$ cat src/rtl/cchw_pkg.sv
// rtl/cchw_pkg.sv - shared types for the audio sample frontend
//
// Purpose: channel mix mode and capture FSM state encodings used by
// audio_sample_frontend. No ports.
package cchw_pkg;

  typedef enum logic [1:0] {
    MIX_LEFT  = 2'd0,
    MIX_RIGHT = 2'd1,
    MIX_SUM   = 2'd2,
    MIX_AVG   = 2'd3
  } mix_mode_t;

  typedef enum logic [1:0] {
    CAP_IDLE = 2'd0,
    CAP_ACK  = 2'd1,
    CAP_WAIT = 2'd2
  } cap_state_t;

endpackage

$ cat src/rtl/audio_sample_frontend_fifo.sv
// rtl/audio_sample_frontend_fifo.sv - first-word-fall-through sample FIFO
//
// Purpose: small FWFT buffer between codec capture and the DFT consumer.
// Ports:
//   i_clk, i_rst_n     clock, asynchronous active-low reset
//   i_push, i_data     write request and data (ignored when full unless popping)
//   i_pop              read request (ignored when empty)
//   o_data             head entry, zero while empty
//   o_full, o_empty    occupancy flags
module SampleFifo #(
  parameter int WIDTH = 16,
  parameter int DEPTH = 4
) (
  input  logic             i_clk,
  input  logic             i_rst_n,
  input  logic             i_push,
  input  logic [WIDTH-1:0] i_data,
  input  logic             i_pop,
  output logic [WIDTH-1:0] o_data,
  output logic             o_full,
  output logic             o_empty
);

  localparam int PTR_W = $clog2(DEPTH);
  localparam int CNT_W = PTR_W + 1;

  logic [WIDTH-1:0] r_mem [DEPTH];
  logic [PTR_W-1:0] r_wr_ptr;
  logic [PTR_W-1:0] r_rd_ptr;
  logic [CNT_W-1:0] r_count;
  logic             w_pop;
  logic             w_push;

  assign o_empty = (r_count == '0);
  assign o_full  = (r_count == CNT_W'(DEPTH));
  // A pop on an empty FIFO is dropped, so a simultaneous push lands alone.
  assign w_pop   = i_pop & ~o_empty;
  // When full, a push is only accepted if the head leaves in the same cycle.
  assign w_push  = i_push & (~o_full | w_pop);
  assign o_data  = o_empty ? '0 : r_mem[r_rd_ptr];

  always_ff @(posedge i_clk or negedge i_rst_n) begin
    if (!i_rst_n) begin
      r_wr_ptr <= '0;
      r_rd_ptr <= '0;
      r_count  <= '0;
    end else begin
      if (w_push) r_wr_ptr <= r_wr_ptr + PTR_W'(1);
      if (w_pop)  r_rd_ptr <= r_rd_ptr + PTR_W'(1);
      case ({w_push, w_pop})
        2'b10:   r_count <= r_count + CNT_W'(1);
        2'b01:   r_count <= r_count - CNT_W'(1);
        default: r_count <= r_count;
      endcase
    end
  end

  always_ff @(posedge i_clk) begin
    if (w_push) r_mem[r_wr_ptr] <= i_data;
  end

endmodule

$ cat src/rtl/audio_sample_frontend.sv
// rtl/audio_sample_frontend.sv - codec sample capture, mix, gain, saturate, buffer, meter
//
// Purpose: captures each codec sample once, mixes L/R, scales by 2^gainShift,
// trims and saturates to OUT_WIDTH, buffers in a FWFT FIFO and reports
// overflow, clipping and a decaying peak level.
// Ports:
//   clk, rst                      clock, asynchronous active-low reset
//   codecReadReady / codecRead    codec sample available / one-cycle acknowledge
//   codecLeft, codecRight         raw two's complement samples
//   mixMode, gainShift            mix_mode_t and left-shift amount, latched per capture
//   sampleReady, doingRead        FIFO non-empty / consumer pops head
//   outputSample                  FIFO head
//   overflowCount                 saturating count of dropped samples
//   clipFlag                      sticky saturation indicator
//   levelMeter                    peak-hold magnitude
module audio_sample_frontend
  import cchw_pkg::*;
#(
  parameter int IN_WIDTH    = 24,
  parameter int OUT_WIDTH   = 16,
  parameter int FIFO_DEPTH  = 4,
  parameter int METER_WIDTH = 10,
  parameter int DECAY_LOG2  = 16
) (
  input  logic                   clk,
  input  logic                   rst,
  input  logic                   codecReadReady,
  output logic                   codecRead,
  input  logic [IN_WIDTH-1:0]    codecLeft,
  input  logic [IN_WIDTH-1:0]    codecRight,
  input  logic [1:0]             mixMode,
  input  logic [2:0]             gainShift,
  output logic                   sampleReady,
  input  logic                   doingRead,
  output logic [OUT_WIDTH-1:0]   outputSample,
  output logic [7:0]             overflowCount,
  output logic                   clipFlag,
  output logic [METER_WIDTH-1:0] levelMeter
);

  localparam int MIX_W     = IN_WIDTH + 1;
  localparam int SCL_W     = IN_WIDTH + 8;
  localparam int TRIM      = IN_WIDTH + 1 - OUT_WIDTH;
  localparam int MAG_W     = OUT_WIDTH - 1;
  localparam int MAG_SHIFT = OUT_WIDTH - 1 - METER_WIDTH;

  cap_state_t r_state, w_next_state;

  logic [IN_WIDTH-1:0]    r_left, r_right;
  mix_mode_t              r_mode;
  logic [2:0]             r_gain;

  logic signed [MIX_W-1:0] w_l, w_r, w_sum, w_mix;
  logic signed [SCL_W-1:0] w_scaled, w_trim;
  logic                    w_ovf;
  logic [OUT_WIDTH-1:0]    w_sat;

  logic                   r_push_valid;
  logic [OUT_WIDTH-1:0]   r_push_data;
  logic                   r_push_clip;

  logic w_full, w_empty, w_pop, w_drop, w_accept;

  logic [MAG_W-1:0]       w_abs, w_mag;
  logic [DECAY_LOG2-1:0]  r_decay;
  logic                   w_decay_wrap;

  // ---------------- capture FSM ----------------
  always_ff @(posedge clk or negedge rst) begin
    if (!rst) r_state <= CAP_IDLE;
    else      r_state <= w_next_state;
  end

  always_comb begin
    w_next_state = r_state;
    case (r_state)
      CAP_IDLE: if (codecReadReady)  w_next_state = CAP_ACK;
      CAP_ACK:                       w_next_state = CAP_WAIT;
      // Codec ready may lag our acknowledge; wait for it to drop before re-arming.
      CAP_WAIT: if (!codecReadReady) w_next_state = CAP_IDLE;
      default:                       w_next_state = CAP_IDLE;
    endcase
  end

  always_comb begin
    codecRead = (r_state == CAP_ACK);
  end

  always_ff @(posedge clk or negedge rst) begin
    if (!rst) begin
      r_left  <= '0;
      r_right <= '0;
      r_mode  <= MIX_LEFT;
      r_gain  <= '0;
    end else if (r_state == CAP_IDLE && codecReadReady) begin
      r_left  <= codecLeft;
      r_right <= codecRight;
      r_mode  <= mix_mode_t'(mixMode);
      r_gain  <= gainShift;
    end
  end

  // ---------------- mix / scale / saturate ----------------
  assign w_l   = $signed({r_left[IN_WIDTH-1], r_left});
  assign w_r   = $signed({r_right[IN_WIDTH-1], r_right});
  assign w_sum = w_l + w_r;

  always_comb begin
    w_mix = w_l;
    case (r_mode)
      MIX_LEFT:  w_mix = w_l;
      MIX_RIGHT: w_mix = w_r;
      MIX_SUM:   w_mix = w_sum;
      MIX_AVG:   w_mix = w_sum >>> 1;
      default:   w_mix = w_l;
    endcase
  end

  assign w_scaled = $signed({{(SCL_W-MIX_W){w_mix[MIX_W-1]}}, w_mix}) <<< r_gain;
  assign w_trim   = w_scaled >>> TRIM;
  // In range only if every bit from the output sign bit upward agrees.
  assign w_ovf    = ~((&w_trim[SCL_W-1:OUT_WIDTH-1]) | ~(|w_trim[SCL_W-1:OUT_WIDTH-1]));
  assign w_sat    = !w_ovf ? w_trim[OUT_WIDTH-1:0] :
                    w_trim[SCL_W-1] ? {1'b1, {(OUT_WIDTH-1){1'b0}}} :
                                      {1'b0, {(OUT_WIDTH-1){1'b1}}};

  // The processed sample is registered at the end of ACK and written into the
  // FIFO one clock later, keeping the shift/saturate path off the FIFO write.
  always_ff @(posedge clk or negedge rst) begin
    if (!rst) begin
      r_push_valid <= 1'b0;
      r_push_data  <= '0;
      r_push_clip  <= 1'b0;
    end else begin
      r_push_valid <= (r_state == CAP_ACK);
      if (r_state == CAP_ACK) begin
        r_push_data <= w_sat;
        r_push_clip <= w_ovf;
      end
    end
  end

  // ---------------- buffer ----------------
  SampleFifo #(.WIDTH(OUT_WIDTH), .DEPTH(FIFO_DEPTH)) u_fifo (
    .i_clk   (clk),
    .i_rst_n (rst),
    .i_push  (r_push_valid),
    .i_data  (r_push_data),
    .i_pop   (doingRead),
    .o_data  (outputSample),
    .o_full  (w_full),
    .o_empty (w_empty)
  );

  assign sampleReady = ~w_empty;
  assign w_pop       = doingRead & ~w_empty;
  assign w_drop      = r_push_valid & w_full & ~w_pop;
  assign w_accept    = r_push_valid & ~w_drop;

  always_ff @(posedge clk or negedge rst) begin
    if (!rst) begin
      overflowCount <= '0;
      clipFlag      <= 1'b0;
    end else begin
      if (w_drop && overflowCount != 8'hFF) overflowCount <= overflowCount + 8'd1;
      if (r_push_valid && r_push_clip)      clipFlag      <= 1'b1;
    end
  end

  // ---------------- level meter ----------------
  // Most negative code has no positive twin; report it as full scale.
  assign w_abs = !r_push_data[OUT_WIDTH-1] ? r_push_data[OUT_WIDTH-2:0] :
                 (r_push_data[OUT_WIDTH-2:0] == '0) ? {MAG_W{1'b1}} :
                 (~r_push_data[OUT_WIDTH-2:0] + MAG_W'(1));
  assign w_mag        = w_abs >> MAG_SHIFT;
  assign w_decay_wrap = &r_decay;

  always_ff @(posedge clk or negedge rst) begin
    if (!rst) begin
      r_decay    <= '0;
      levelMeter <= '0;
    end else begin
      r_decay <= r_decay + DECAY_LOG2'(1);
      if (w_accept) begin
        if (w_mag > {{MAG_SHIFT{1'b0}}, levelMeter}) levelMeter <= w_mag[METER_WIDTH-1:0];
      end else if (w_decay_wrap && levelMeter != '0) begin
        levelMeter <= levelMeter - METER_WIDTH'(1);
      end
    end
  end

endmodule
$ cat config.mk
export PLATFORM = sky130hd
export DESIGN_NAME = audio_sample_frontend
export DESIGN_NICKNAME = d
export VERILOG_FILES = /design/src/rtl/cchw_pkg.sv /design/src/rtl/audio_sample_frontend_fifo.sv /design/src/rtl/audio_sample_frontend.sv
export SDC_FILE = /design/constraint.sdc
export NUM_CORES = 1
export LEC_CHECK = 0
export CORE_ASPECT_RATIO = 1.1
export CORE_UTILIZATION = 45
export CTS_BUF_LIST = sky130_fd_sc_hd__clkbuf_8
export CTS_CLUSTER_SIZE = 40
export DETAILED_ROUTE_END_ITERATION = 16
export DONT_BUFFER_PORTS = 1
export PLACE_DENSITY_LB_ADDON = 0.3
export SLEW_MARGIN = 30
export SYNTH_ARGS = -nofsm -noshare
export SYNTH_HDL_FRONTEND = slang
export SYNTH_SLANG_ARGS = --single-unit
$ cat constraint.sdc
create_clock -name clk -period 5.6 [get_ports clk]
set_input_delay 0 -clock clk [delete_from_list [all_inputs] [get_ports clk]]
set_output_delay 0 -clock clk [all_outputs]
set_load 0.05 [all_outputs]
==> flow_summary.toml <==
[global_routing]
grt_pass1_vias = 7929
track_usage_pct = 20.9
grt_pass1_wl_um = 40400
antenna_found_initial = 0
grt_overflow = 0
grt_max_degree = 116

[final_layout]
nets = 1109
fin_cells = 1328
syn_to_final_growth_pct = 11.5
layout_common_cells = "dfrtp_1 (114), nand2_1 (95), edfxtp_1 (64)"
nFillCells = 2155
final-seq-area_sq_um = 4800
multi_input_area_sq_um = 5650
drive_gt1_share_pct = 15.5
layout_commonest_cell = "dfrtp_1"
antennaDiodeCount = 0

[detailed_routing]
vias_per_cell = 5.85
drtIter0Drc = 453
antenna_left = 0
drc = 0
routed_wl_um = 24000
vias = 7763
first_pass_iters = 5
avgRoutedWirePerCell_um = 18.1

[cts]
cts_tree = "built"
clock-root-buffer = "clkbuf_8"
clk_pin_slew_ns = 0.10
cts.repair.resized = 0
numCtsBuffers = 17
postCtsHoldBufs = 57
cts_max_level = 4
post-cts-setup-buffer-count = 0
clk_latency_ns = 0.46
clock_sinks = 179
clock_path_buffers = 2

[logic_synthesis]
synth-edff-count = 64
netlist_instances = 976
ys_ff_latch = 179
yosysWarnings = 0
synth.distinct_cells = 81
synth.cell_area_sq_um = 10800
ys_seq_area_share_pct = 44.5
synthFlopType = "dfrtp_1"
syn_area_per_cell_sq_um = 11.1
synth-async-reset-ratio_pct = 64.2
synth_nets = 1075

[sta]
slew_headroom_pct = 42.1
rsz0062_at_grt = "no"
worst_slack_ns = 0.613
fmax_ghz = 0.201
finalCriticalPeriod_ns = 4.99
hold_violations = 0
period_share_pct = 89.0
setup_viol = 0
final.setup.tns_ns = 0
tightest_slew_ns = 0.868
clock_skew_ns = 0.0122
drv_slew = 0

[floorplan]
start_util_pct = 45.7
die_x_um = 150
core_sq_um = 23600
die_h_um = 164
die_area_sq_um = 24600
pin_count = 94
fp-row-count = 59

[worst_setup_path]
critPathArrivalTime_ns = 5.34
criticalPathCategory = "register to register"
start_kind = "register"
end_kind = "register"
path_max_fanout = 10
critPathRequiredTime_ns = 5.95

[min_path]
min_path_type = "primary input to asynchronous set/reset pin"

[outcome]
status = "completed"

[place]
gp_congestion = 0.905
pre_cts_ws_ns = 0.620
io_buffers = 0
place_inst = 1239
post-dp-hpwl_um = 17200

[run]
cap_violations = 0
-- layer usage --
metal	vias to the layer above	global-route usage [%]	wire [um]
met5	-	0	0
met4	0	5.88	370
met3	29	3.29	919
met2	200	37.0	12300
met1	3819	26.2	10400
li1	3715	-	-
-- per-stage QoR --
step	util, %	hold slack, ns	area [sq um]
after global placement	46.8	-0.290	11000
after detailed placement	46.8	-0.290	11000
final	50.9	0.0719	12000
after global routing	50.9	0.139	12000
after CTS	50.9	0.113	12000
after floorplan	-	-0.296	10800
-- sequential cells by signal, indices dropped and copies added, names as in the netlist, 3 cells and up --
name,flops
r_decay,16
overflowCount,8
r_push_data,16
u_fifo.r_mem,64
levelMeter,10
u_fifo.r_count,3
r_gain,3
r_left,24
r_right,24
-- logic make-up (layout without fill, tap and decap cells) --
family	Yosys count	in the layout	synth area share [%]
fa+ha+maj	42	42	4.94
mux	110	110	14.8
flops	179	179	44.5
compound gates	228	228	15.4
simple gates	277	277	12.9
xor+xnor	52	52	4.22
buf+inv	88	135	3.26
-- cell usage after synthesis, types with 15 or more instances --
library cell | count | share of area (%)
nand2_1 | 95 | 3.3
mux4_2 | 35 | 7.3
xor2_1 | 28 | 2.3
a21oi_1 | 42 | 1.9
inv_1 | 31 | 1.1
o21ai_0 | 59 | 2.7
edfxtp_1 | 64 | 18
nand3_1 | 15 | 0.70
nor3_1 | 17 | 0.79
ha_1 | 41 | 4.8
and2_1 | 33 | 1.9
mux2_2 | 48 | 5.0
nor2_1 | 45 | 1.6
mux2i_1 | 27 | 2.5
dfrtp_1 | 115 | 27
xnor2_1 | 24 | 1.9
clkbuf_1 | 42 | 1.5
-- worst max-delay path, stage by stage, from the launching register on --
cell and delay (ns):
dfrtp_1 0.45, nor3_1 0.20, nand2_1 0.11, nor3_1 0.23
nand2b_1 0.15, or4_1 0.47, or3_1 0.37, or4b_1 0.65
nand2_1 0.15, ha_1 0.25, a21o_1 0.16, a21o_1 0.17
a21oi_1 0.13, nor2_1 0.05, a2111oi_0 0.36, a311oi_1 0.13
nor2_1 0.41, buf_4 0.24, o21ai_0 0.09, o21a_1 0.11
-- path summary, 6_finish.rpt --
| check | start | to | slack [ns] | cells after the start |
|---|---|---|---|---|
| setup / recovery | r_push_data[2]$_DFFE_PN0P_ | levelMeter[9]$_DFFE_PN0P_ | 0.61 | 19 |
| hold / removal | rst | r_left[20]$_DFFE_PN0P_ | 0.07 | 2 |
| max in group asynchronous | rst | levelMeter[1]$_DFFE_PN0P_ | 4.96 | 2 |
| min in group clk | codecReadReady | r_state[0]$_DFFE_PN0P_ | 0.13 | 2 |
| setup reg to reg | r_push_data[2]$_DFFE_PN0P_ | levelMeter[9]$_DFFE_PN0P_ | 0.61 | 19 |
| hold reg to reg | r_decay[4]$_DFF_PN0_ | r_decay[4]$_DFF_PN0_ | 0.47 | 1 |
-- cell type report --
type	count	area share, %
clock buffers	17	1.94
clock inverters	15	1.38
inverters	35	1.09
multi-input cells	709	46.9
flip-flops and latches	179	39.9
well taps	305	3.17
repair buffers	68	5.57
Power is not shown: default switching activity piles up to over one toggle a cycle in this logic, so the estimate is an artifact.
